<file path="src/rtl/avalon_st_pkt_gen.sv">
// Avalon-ST packet generator: emits runs of fixed-length packets whose payload
// is an incrementing byte pattern, with optional inter-packet idle gaps.
module avalon_st_pkt_gen #(
    parameter int unsigned IPG = 0
) (
    input  logic       clk,
    input  logic       reset_n,
    input  logic [7:0] cfg_numpkts,
    input  logic [7:0] cfg_start,
    input  logic [7:0] cfg_stop,
    input  logic [7:0] cfg_pktlength,
    input  logic [7:0] cfg_payload,
    input  logic       st_ready,
    output logic       st_valid,
    output logic [7:0] st_data,
    output logic       st_sop,
    output logic       st_eop,
    output logic       busy,
    output logic [7:0] pkt_count,
    output logic       done
);

    typedef enum logic [1:0] {
        S_IDLE = 2'd0,
        S_SEND = 2'd1,
        S_GAP  = 2'd2
    } state_t;

    localparam logic [3:0] GAP_LAST = 4'((IPG == 0) ? 0 : (IPG - 1));

    state_t     state_r;
    logic       start_prev_r;
    logic       armed_r;
    logic       stop_seen_r;
    logic [7:0] num_r;
    logic [7:0] len_r;
    logic [7:0] pay_r;
    logic [7:0] beat_r;
    logic [3:0] gap_r;
    logic       valid_r;
    logic [7:0] data_r;
    logic       sop_r;
    logic       eop_r;
    logic       busy_r;
    logic [7:0] count_r;
    logic       done_r;

    logic       start_edge_s;
    logic       xfer_s;
    logic [7:0] next_count_s;
    logic       end_after_eop_s;
    logic       unused_cfg_bits_s;

    // armed_r keeps a start level already present at reset release from looking like an edge
    assign start_edge_s      = armed_r && cfg_start[0] && !start_prev_r;
    assign xfer_s            = valid_r && st_ready;
    assign next_count_s      = count_r + 8'd1;
    assign end_after_eop_s   = ((num_r != 8'd0) && (next_count_s == num_r)) || cfg_stop[0];
    assign unused_cfg_bits_s = ^{cfg_start[7:1], cfg_stop[7:1]};

    assign st_valid  = valid_r;
    assign st_data   = data_r;
    assign st_sop    = sop_r;
    assign st_eop    = eop_r;
    assign busy      = busy_r;
    assign pkt_count = count_r;
    assign done      = done_r;

    // Run-control FSM and all registered Avalon-ST / status outputs
    always_ff @(posedge clk or negedge reset_n) begin
        if (!reset_n) begin
            state_r      <= S_IDLE;
            start_prev_r <= 1'b0;
            armed_r      <= 1'b0;
            stop_seen_r  <= 1'b0;
            num_r        <= 8'd0;
            len_r        <= 8'd0;
            pay_r        <= 8'd0;
            beat_r       <= 8'd0;
            gap_r        <= 4'd0;
            valid_r      <= 1'b0;
            data_r       <= 8'd0;
            sop_r        <= 1'b0;
            eop_r        <= 1'b0;
            busy_r       <= 1'b0;
            count_r      <= 8'd0;
            done_r       <= 1'b0;
        end else begin
            start_prev_r <= cfg_start[0];
            armed_r      <= 1'b1;
            done_r       <= 1'b0;
            case (state_r)
                S_IDLE: begin
                    if (start_edge_s && (cfg_pktlength != 8'd0) && !cfg_stop[0]) begin
                        num_r   <= cfg_numpkts;
                        len_r   <= cfg_pktlength;
                        pay_r   <= cfg_payload;
                        count_r <= 8'd0;
                        busy_r  <= 1'b1;
                        beat_r  <= 8'd0;
                        valid_r <= 1'b1;
                        data_r  <= cfg_payload;
                        sop_r   <= 1'b1;
                        eop_r   <= (cfg_pktlength == 8'd1);
                        state_r <= S_SEND;
                    end else begin
                        state_r <= S_IDLE;
                    end
                end
                S_SEND: begin
                    if (xfer_s) begin
                        if (eop_r) begin
                            count_r <= next_count_s;
                            if (end_after_eop_s) begin
                                valid_r <= 1'b0;
                                sop_r   <= 1'b0;
                                eop_r   <= 1'b0;
                                busy_r  <= 1'b0;
                                done_r  <= 1'b1;
                                state_r <= S_IDLE;
                            end else if (IPG == 0) begin
                                beat_r  <= 8'd0;
                                data_r  <= pay_r;
                                sop_r   <= 1'b1;
                                eop_r   <= (len_r == 8'd1);
                                state_r <= S_SEND;
                            end else begin
                                valid_r     <= 1'b0;
                                sop_r       <= 1'b0;
                                eop_r       <= 1'b0;
                                gap_r       <= 4'd0;
                                stop_seen_r <= 1'b0;
                                state_r     <= S_GAP;
                            end
                        end else begin
                            beat_r <= beat_r + 8'd1;
                            data_r <= data_r + 8'd1;
                            sop_r  <= 1'b0;
                            eop_r  <= ((beat_r + 8'd2) == len_r);
                        end
                    end else begin
                        state_r <= S_SEND;
                    end
                end
                S_GAP: begin
                    // a stop seen anywhere in the gap is honoured when the gap expires
                    if (gap_r == GAP_LAST) begin
                        if (stop_seen_r || cfg_stop[0]) begin
                            busy_r  <= 1'b0;
                            done_r  <= 1'b1;
                            state_r <= S_IDLE;
                        end else begin
                            beat_r  <= 8'd0;
                            valid_r <= 1'b1;
                            data_r  <= pay_r;
                            sop_r   <= 1'b1;
                            eop_r   <= (len_r == 8'd1);
                            state_r <= S_SEND;
                        end
                    end else begin
                        gap_r       <= gap_r + 4'd1;
                        stop_seen_r <= stop_seen_r | cfg_stop[0];
                    end
                end
                default: begin
                    valid_r <= 1'b0;
                    sop_r   <= 1'b0;
                    eop_r   <= 1'b0;
                    busy_r  <= 1'b0;
                    state_r <= S_IDLE;
                end
            endcase
        end
    end

endmodule

</file>
<file path="config.mk">
export PLATFORM = sky130hd
export DESIGN_NAME = avalon_st_pkt_gen
export DESIGN_NICKNAME = d
export VERILOG_FILES = /design/src/rtl/avalon_st_pkt_gen.sv
export SDC_FILE = /design/constraint.sdc
export NUM_CORES = 1
export LEC_CHECK = 0
export BUFFER_PORTS_ARGS = -buffer_cell sky130_fd_sc_hd__buf_4
export CORE_ASPECT_RATIO = 0.5
export CORE_MARGIN = 2
export CORE_UTILIZATION = 55
export DETAILED_ROUTE_END_ITERATION = 6
export GPL_ROUTABILITY_DRIVEN = 0
export HOLD_SLACK_MARGIN = 0.05
export PLACE_DENSITY = 0.78
export RECOVER_POWER = 100
export SETUP_SLACK_MARGIN = 0.15
export SYNTH_ARGS = -nofsm -noshare
export SYNTH_HDL_FRONTEND = slang
export SYNTH_SLANG_ARGS = --single-unit
export TNS_END_PERCENT = 5
</file>
<file path="constraint.sdc">
create_clock -name clk -period 2.9 [get_ports clk]
set_input_delay 0.29 -clock clk [delete_from_list [all_inputs] [get_ports clk]]
set_output_delay 0.29 -clock clk [all_outputs]
set_load 0.01 [all_outputs]
</file>
==> results of run 1 <==
## per-layer routing
| metal | track usage | wire (µm) |
|---|---|---|
| met1 | 0.318 | 3310 |
| met2 | 0.410 | 3460 |
| met3 | 0.0596 | 501 |
| met4 | 0.0758 | 98 |
| met5 | 0 | 0 |
## cell usage after synthesis, types with 2 or more instances
| master | n | area share |
|---|---|---|
| a21o_1 | 5 | 0.012 |
| a21oi_1 | 26 | 0.041 |
| a22o_1 | 4 | 0.011 |
| buf_1 | 3 | 0.0035 |
| buf_2 | 3 | 0.0047 |
| buf_4 | 5 | 0.012 |
| clkbuf_1 | 6 | 0.0071 |
| dfrtp_1 | 55 | 0.43 |
| ha_1 | 4 | 0.016 |
| inv_1 | 10 | 0.012 |
| mux2_2 | 9 | 0.032 |
| mux2i_1 | 5 | 0.016 |
| nand2_1 | 71 | 0.084 |
| nand2b_1 | 4 | 0.0078 |
| nand3_1 | 19 | 0.030 |
| nand4_1 | 7 | 0.014 |
| nor2_1 | 16 | 0.019 |
| nor3_1 | 11 | 0.017 |
| nor4_1 | 7 | 0.014 |
| o211ai_1 | 3 | 0.0071 |
| o21ai_0 | 19 | 0.030 |
| o21ai_2 | 2 | 0.0055 |
| o22ai_1 | 3 | 0.0059 |
| or3_1 | 3 | 0.0059 |
| or4_1 | 2 | 0.0047 |
| xnor2_1 | 17 | 0.047 |
| xor2_1 | 6 | 0.016 |
## per-stage QoR
step	hold WS (ps)	cell area [µm²]	total power, mW	worst slack (ps)	utilization
6_report	126	3670	3.66	269	0.663
5_1_grt	120	3670	3.93	116	0.663
4_1_cts	57.2	3790	3.79	325	0.685
3_5_place_dp	383	3620	3.06	361	0.653
3_3_place_gp	372	3620	2.99	431	0.653
2_1_floorplan	-5.59	3190	2.52	653	-
## cells by family (layout without fill, tap and decap cells)
logic type                 Yosys count  after routing
buffers and inverters               29             76
and+or+nand+nor                    150            150
other                                1              1
muxes                               14             14
xor gates and xnor gates            24             24
adders and majority gates            4              4
DFF                                 55             55
AOI/OAI and AO/OA                   78             78
## final cells by class
cell class,count,area [µm²]
well taps,73,91.3
inverters,11,41.3
flip-flops and latches,55,1380
clock buffers,6,139
multi-input cells,271,1650
repair buffers,57,342
clock inverters,2,38.8
fillers,475,1870
## path summary, 6_finish.rpt
path / slack, ps / to / depth (start not counted)
max: 270 / st_data[7]$_DFFE_PN0P_ / 9
min: 130 / start_prev_r$_DFF_PN0_ / 1
max reg2reg: 270 / st_data[7]$_DFFE_PN0P_ / 9
min reg2reg: 480 / pay_r[3]$_DFFE_PN0P_ / 2
max in group asynchronous: 1790 / len_r[1]$_DFFE_PN0P_ / 1
min in group asynchronous: 280 / pkt_count[1]$_DFFE_PN0P_ / 1
## registers in the layout (all words and copies together), names as in the netlist
| name | cells |
|---|---|
| armed_r | 1 |
| beat_r | 8 |
| busy | 1 |
| done | 1 |
| len_r | 8 |
| num_r | 8 |
| pay_r | 8 |
| pkt_count | 8 |
| st_data | 8 |
| st_eop | 1 |
| st_sop | 1 |
| start_prev_r | 1 |
| state_r | 1 |
## power breakdown
group	switching, mW	internal [mW]
Combinational	0.840	0.645
Sequential	0.383	1.08
Clock	0.280	0.434
Total	1.50	2.16
==> flow_summary.ini, run 1 <==
[status]
status = finished, final reports clean

[die]
rows = 19
core_mm2 = 0.00554
start_util = 0.576
io_pins = 64
dieArea_mm2 = 0.00646
die_h_um = 57.8
die_x_um = 112

[global_route]
grt_pass1_vias = 2590
grt_overflow = 0
grt_pass1_wl_um = 12400
gr-usage-all-layers = 0.243
antenna_found_initial = 0
grt_max_degree = 56

[timing]
worst_pin_slew_ps = 1350
rsz0062_at_grt = no
fmax_mhz = 380
period_needed_ps = 2630
final.period_utilization = 0.907
setup_viol = 0
clock_skew_ps = 8.14
setup_tns_ps = 0
max_slew_margin = 0.101
hold_viol = 0
drv_slew = 0

[setup_path]
path_max_fanout = 10
critPathKind = reg2reg
cpMostUsedCell = a21oi_1
crit_path_start_kind = flop
r2r-start = pkt_count[0]$_DFFE_PN0P_
cp_num_buf_inv = 1
required_ps = 3120
end_kind = flop
crit_chain = ha_1 -> nand3_1 -> or3_1 -> nand4_1 -> a41oi_4 -> a21oi_4 -> buf_4 -> a21oi_1 -> a21oi_1
critPathSlowestCell = dfrtp_1
startpoint = pkt_count[0]$_DFFE_PN0P_
critPathTopFamily = compound AO/OA/AOI/OAI gates
cp.arrival_ps = 2850
slowest_delay_ps = 520

[logic_synthesis]
avgSynthCellArea_um2 = 8.98
yosys.area_share.simple = 0.221
syn_inst = 355
yosysWarnings = 0
synthAdderAreaFrac = 0.0157
synth_ff_type = dfrtp_1
synth-async-reset-ratio = 1.00
ys_seq_elements = 55
ys_seq_area_frac = 0.432
synth_xor_area_frac = 0.0683
synth_top_family_by_area = simple AND/OR/NAND/NOR gates
synth_edf_count = 0
synth-compound-area-share = 0.173
ys_types = 57
syn_nets = 402
syn_area_mm2 = 0.00319
muxShareOfSynthArea = 0.0475

[drt]
wl_per_cell_um = 15.5
finalWirelength_um = 7370
via_count = 2741
drt_iter0_drc = 226
via_per_inst = 5.77
post-route-drc-count = 0
detail-route-antenna-nets = 0
firstDrtPassIters = 4

[hold_path]
hold_path.class = in2reg
worstHoldStart = cfg_start[0]

[cells_and_area]
layout_common_cells = 71 x nand2_1, 55 x dfrtp_1, 32 x buf_4
antenna_cells = 0
fin_nets = 448
area_growth_pct = 15.2
drive_gt1_frac = 0.157
layout_commonest_cell = nand2_1
final_cell_count_no_fill = 475

[power]
leakagePower_nw = 1.60
vdd_drop_max_uv = 508
powerDensity_mw_per_mm2 = 997

[clock_tree]
h-tree-depth = 2
cts-root-buf = clkbuf_16
cts.path.max_buffers = 2
clock-sinks = 55
holdBufCountCts = 0
clk_pin_slew_ps = 70
cts_tree = yes
cts_resized = 0
cts_setup_buffers = 0
numCtsBuffers = 5
clkLatencyLatePin_ps = 300

[placement]
dp_hpwl_um = 5330
io_buffers = 49
dpl.cell_count = 467

[run]
cap_violations = 0
(Power assumes the default switching activity.)
==> inputs of run 2 (changes only) <==
--- a/config.mk
+++ b/config.mk
@@ -8,11 +8,12 @@
 export BUFFER_PORTS_ARGS = -buffer_cell sky130_fd_sc_hd__buf_4
 export CORE_ASPECT_RATIO = 0.5
 export CORE_MARGIN = 2
-export CORE_UTILIZATION = 55
+export CORE_UTILIZATION = 57
+export CTS_BUF_LIST = sky130_fd_sc_hd__clkbuf_4 sky130_fd_sc_hd__clkbuf_8
 export DETAILED_ROUTE_END_ITERATION = 6
 export GPL_ROUTABILITY_DRIVEN = 0
 export HOLD_SLACK_MARGIN = 0.05
-export PLACE_DENSITY = 0.78
+export PLACE_DENSITY = 0.8
 export RECOVER_POWER = 100
 export SETUP_SLACK_MARGIN = 0.15
 export SYNTH_ARGS = -nofsm -noshare
==> run 2 against run 1 <==
Compared with the run above: power shrank 2.9%; cell area shrank 1.0%; maximum frequency shrank 2.2%; final cell count is the same; routed wire length grew 2.7%; clock skew grew 3.4 ps; non-clock buffer count is the same; global-route usage grew 2.1 points; combinational power is essentially flat; critical path type unchanged.
==> flow_summary.ini, run 2 (synthesis results as in run 1) <==
[power]
leakagePower_nw = 1.58
p_total_mw = 3.56
powerDensity_mw_per_mm2 = 978
vdd_drop_max_uv = 466

[timing]
hold_viol = 0
clock_skew_ps = 11.5
period_needed_ps = 2690
setup_slack_ps = 209
max_slew_margin = 0.0943
worst_pin_slew_ps = 1360
drv_slew = 0
final.period_utilization = 0.928
fmax_mhz = 372
whs_ps = 98.3
setup_tns_ps = 0
setup_viol = 0
rsz0062_at_grt = no

[die]
core_mm2 = 0.00544
start_util = 0.586
dieArea_mm2 = 0.00624
rows = 19
die_x_um = 110
die_h_um = 56.9
io_pins = 64

[setup_path]
crit_path_start_kind = flop
crit_chain = ha_1 -> nand3_1 -> or3_1 -> nand4_2 -> a41oi_4 -> a2111oi_1 -> xnor2_1 -> nor2_2
critPathSlowestCell = a2111oi_1
rrSetupSlack_ps = 210
r2r_end = beat_r[7]$_DFFE_PN0P_
end_kind = flop
r2r-start = pkt_count[0]$_DFFE_PN0P_
slowest_delay_ps = 550
required_ps = 3100
path_max_fanout = 9
ff2ff_path_depth = 8
cp.arrival_ps = 2890
critPathKind = reg2reg

[cells_and_area]
drive_gt1_frac = 0.154
final_area_mm2 = 0.00364
final_core_util = 0.668
antenna_cells = 0
layout_commonest_cell = nand2_1
fin_nets = 448
layout_common_cells = 71 x nand2_1, 55 x dfrtp_1, 31 x buf_4
final_cell_count_no_fill = 475
area_growth_pct = 14.1

[hold_path]
worstHoldStart = cfg_start[0]
worstHoldPathCells = 1
min_to = start_prev_r$_DFF_PN0_
hold_path.class = in2reg

[clock_tree]
clkLatencyLatePin_ps = 320
cts_setup_buffers = 0
cts.path.max_buffers = 2
numCtsBuffers = 5
h-tree-depth = 2
clk_pin_slew_ps = 100
cts_tree = yes
cts-root-buf = clkbuf_8
clock-sinks = 55

[drt]
finalWirelength_um = 7570
detail-route-antenna-nets = 0
post-route-drc-count = 0
via_count = 2800
drt_iter0_drc = 163
firstDrtPassIters = 5
via_per_inst = 5.89
wl_per_cell_um = 15.9

[placement]
dpl.cell_count = 466
io_buffers = 49
placed_area_mm2 = 0.00361
pre_cts_slack_ps = 321
dp_hpwl_um = 5480

[global_route]
antenna_found_initial = 0
grt_pass1_wl_um = 12700
grt_max_degree = 56
grt_pass1_vias = 2690
gr-usage-all-layers = 0.264
grt_overflow = 0

[run]
cap_violations = 0

[status]
status = finished, final reports clean
-- run 2: cell types whose count changed in the layout (fill, tap and decap cells not counted), sizes merged --
cell	previous run	this run
buf	32	31
bufinv	1	2
dlygate4sd3	0	1
inv	11	10
-- run 2: what timing repair did --
item | in CTS | in global routing
resized for setup | 0 | 0
endpoints found under the hold margin | 31 | 0
hold buffers | 1 | 0
-- run 2: critical path: cells and delay by family, from the launching register on --
| family | cells | cell delay (ps) |
|---|---|---|
| simple gates | 4 | 780 |
| compound gates | 2 | 740 |
| flops | 1 | 520 |
| fa+ha+maj | 1 | 340 |
| xor+xnor | 1 | 190 |
-- run 2: power breakdown --
group          internal (mW)  switching, mW  leakage (nW)
clock network          0.355          0.257        0.0688
logic                  0.637          0.822         0.832
registers               1.08          0.410         0.681
-- run 2: metal layers --
layer  GRT usage  share of wire  vias to the layer above  wire length, µm
li1            -              -                     1335                -
met1       0.356           0.45                     1372             3420
met5           0              0                        -                0
met4      0.0669          0.010                        0               76
met3      0.0488          0.055                       10              413
met2       0.439           0.48                       83             3660
-- run 2: layout make-up --
type                    instances  area (µm²)
clock buffers                   6        76.3
clock inverters                 2        60.1
fillers                       461        1810
inverters                      11        41.3
multi-input cells             271        1650
flip-flops and latches         55        1380
well taps                      73        91.3
repair buffers                 57         344
-- run 2: worst max-delay path by stage --
stage	from	to	cells after the start
final	pkt_count[0]$_DFFE_PN0P_	beat_r[7]$_DFFE_PN0P_	8
after global routing	pkt_count[0]$_DFFE_PN0P_	beat_r[7]$_DFFE_PN0P_	8
after CTS	pkt_count[0]$_DFFE_PN0P_	st_data[1]$_DFFE_PN0P_	7
after detailed placement	pkt_count[0]$_DFFE_PN0P_	st_data[1]$_DFFE_PN0P_	7
after global placement	pkt_count[0]$_DFFE_PN0P_	st_data[1]$_DFFE_PN0P_	7
after floorplan	pkt_count[1]$_DFFE_PN0P_	st_data[1]$_DFFE_PN0P_	7
==> inputs of run 3 (changes only) <==
--- a/config.mk
+++ b/config.mk
@@ -7,13 +7,12 @@
 export LEC_CHECK = 0
 export BUFFER_PORTS_ARGS = -buffer_cell sky130_fd_sc_hd__buf_4
 export CORE_ASPECT_RATIO = 0.5
-export CORE_MARGIN = 2
-export CORE_UTILIZATION = 57
+export CORE_UTILIZATION = 52
 export CTS_BUF_LIST = sky130_fd_sc_hd__clkbuf_4 sky130_fd_sc_hd__clkbuf_8
 export DETAILED_ROUTE_END_ITERATION = 6
 export GPL_ROUTABILITY_DRIVEN = 0
 export HOLD_SLACK_MARGIN = 0.05
-export PLACE_DENSITY = 0.8
+export PLACE_DENSITY = 0.77
 export RECOVER_POWER = 100
 export SETUP_SLACK_MARGIN = 0.15
 export SYNTH_ARGS = -nofsm -noshare
==> constraint.sdc (replaced) <==
create_clock -name clk -period 2.4 [get_ports clk]
set_input_delay 0.24 -clock clk [delete_from_list [all_inputs] [get_ports clk]]
set_output_delay 0.24 -clock clk [all_outputs]
set_load 0.01 [all_outputs]
==> run 3 against run 2 <==
Compared with the run above: register-to-register slack worse by 50 ps; combinational power rose by 35%; clock skew decreased by 8.6 ps; sequential power grew 19%; largest cell class unchanged; via count is 1.9% higher.
==> flow_summary.ini, run 3 (synthesis results as in run 1) <==
[global_route]
gr-usage-all-layers = 0.257
antenna_found_initial = 0
grt_overflow = 0
grt_max_degree = 56
grt_pass1_wl_um = 13000
grt_pass1_vias = 2709

[hold_path]
hold_path.class = in2reg

[timing]
setup_slack_ps = 162
setup_viol = 0
max_slew_margin = 0.0872
hold_viol = 0
worst_pin_slew_ps = 1370
drv_slew = 0
rsz0062_at_grt = yes
final.period_utilization = 0.932
fmax_mhz = 447
period_needed_ps = 2240
setup_tns_ps = 0
whs_ps = 102
clock_skew_ps = 2.91

[die]
io_pins = 64
die_x_um = 113
rows = 19
core_mm2 = 0.00568
dieArea_mm2 = 0.00647
die_h_um = 57.4
start_util = 0.561

[setup_path]
crit_path_start_kind = flop
critPathKind = reg2reg
path_max_fanout = 8
end_kind = flop
cp.arrival_ps = 2450
required_ps = 2610

[clock_tree]
numCtsBuffers = 5
cts_tree = yes
clk_pin_slew_ps = 110
h-tree-depth = 2
cts-root-buf = clkbuf_8
cts.path.max_buffers = 2
clkLatencyLatePin_ps = 320
clock-sinks = 55

[drt]
detail-route-antenna-nets = 0
via_count = 2854
wl_per_cell_um = 15.9
finalWirelength_um = 7740
drt_iter0_drc = 154
firstDrtPassIters = 4
via_per_inst = 5.85
post-route-drc-count = 0

[cells_and_area]
antenna_cells = 0
drive_gt1_frac = 0.210
layout_common_cells = 71 x nand2_1, 53 x dfrtp_1, 39 x buf_4
layout_commonest_cell = nand2_1
fin_nets = 461
area_growth_pct = 18.6
final_core_util = 0.665
nFillCells = 468

[status]
status = finished, final reports clean

[power]
powerDensity_mw_per_mm2 = 1140
vdd_drop_max_uv = 572
leakagePower_nw = 1.64
p_total_mw = 4.31

[placement]
dp_hpwl_um = 5440
pre_cts_slack_ps = 101
io_buffers = 49

[run]
cap_violations = 0
[run 3: routing by layer]
metal  global-route usage  up-vias  share of wire  routed length, µm
met1                0.355     1409           0.47               3630
li1                     -     1363              -                  -
met5                    0        -              0                  0
met3               0.0531        7          0.052                404
met4               0.0419        0         0.0071                 55
met2                0.429       75           0.47               3650
[run 3: worst paths after layout]
kind                                          start                  endpoint  slack (ps)  depth (start not counted)
max                        pkt_count[0]$_DFFE_PN0P_     beat_r[7]$_DFFE_PN0P_         160                          8
max reg2reg                pkt_count[0]$_DFFE_PN0P_     beat_r[7]$_DFFE_PN0P_         160                          8
max in group asynchronous                   reset_n  pkt_count[3]$_DFFE_PN0P_         750                          2
min reg2reg                    pay_r[2]$_DFFE_PN0P_      pay_r[2]$_DFFE_PN0P_         490                          2
min in group asynchronous                   reset_n  pkt_count[2]$_DFFE_PN0P_         760                          2
min                                  cfg_numpkts[2]      num_r[2]$_DFFE_PN0P_         100                          3
[run 3: stage by stage]
step           std cells  area [µm²]
6_report             488        3780
3_5_place_dp         473        3660
5_1_grt              488        3780
3_3_place_gp         473        3660
4_1_cts              483        3780
2_1_floorplan        355        3190
[run 3: area by class of cell]
| type | instances | area (µm²) | share of cell area |
|---|---|---|---|
| Clock inverter | 3 | 27.5 | 0.00728 |
| Tap cell | 73 | 91.3 | 0.0242 |
| Inverter | 11 | 41.3 | 0.0109 |
| Timing Repair Buffer | 70 | 467 | 0.123 |
| Clock buffer | 5 | 68.8 | 0.0182 |
| Multi-Input combinational cell | 271 | 1710 | 0.451 |
| Sequential cell | 55 | 1380 | 0.365 |
[run 3: repair_timing]
item	in CTS	in global routing
hold buffers	2	0
hold endpoints to repair	56	0
setup buffers	0	4
gates cloned	0	1
setup endpoints to repair	8	18
resized for setup	3	13
pin swaps	0	5
[run 3: where the power goes]
group          switching, mW  total (mW)  leakage [nW]  internal [mW]
logic                   1.09        1.97         0.914          0.883
registers              0.465        1.77         0.679           1.30
clock network          0.347       0.565        0.0467          0.217
total                   1.90        4.31          1.64           2.40
[run 3: critical path, cell delays in order (launching register included)]
cell,delay (ps)
dfrtp_1,430
ha_4,200
nand3_2,110
or3_1,380
nand4_2,130
a41oi_4,220
a2111oi_4,420
xnor2_1,180
nor2_2,50
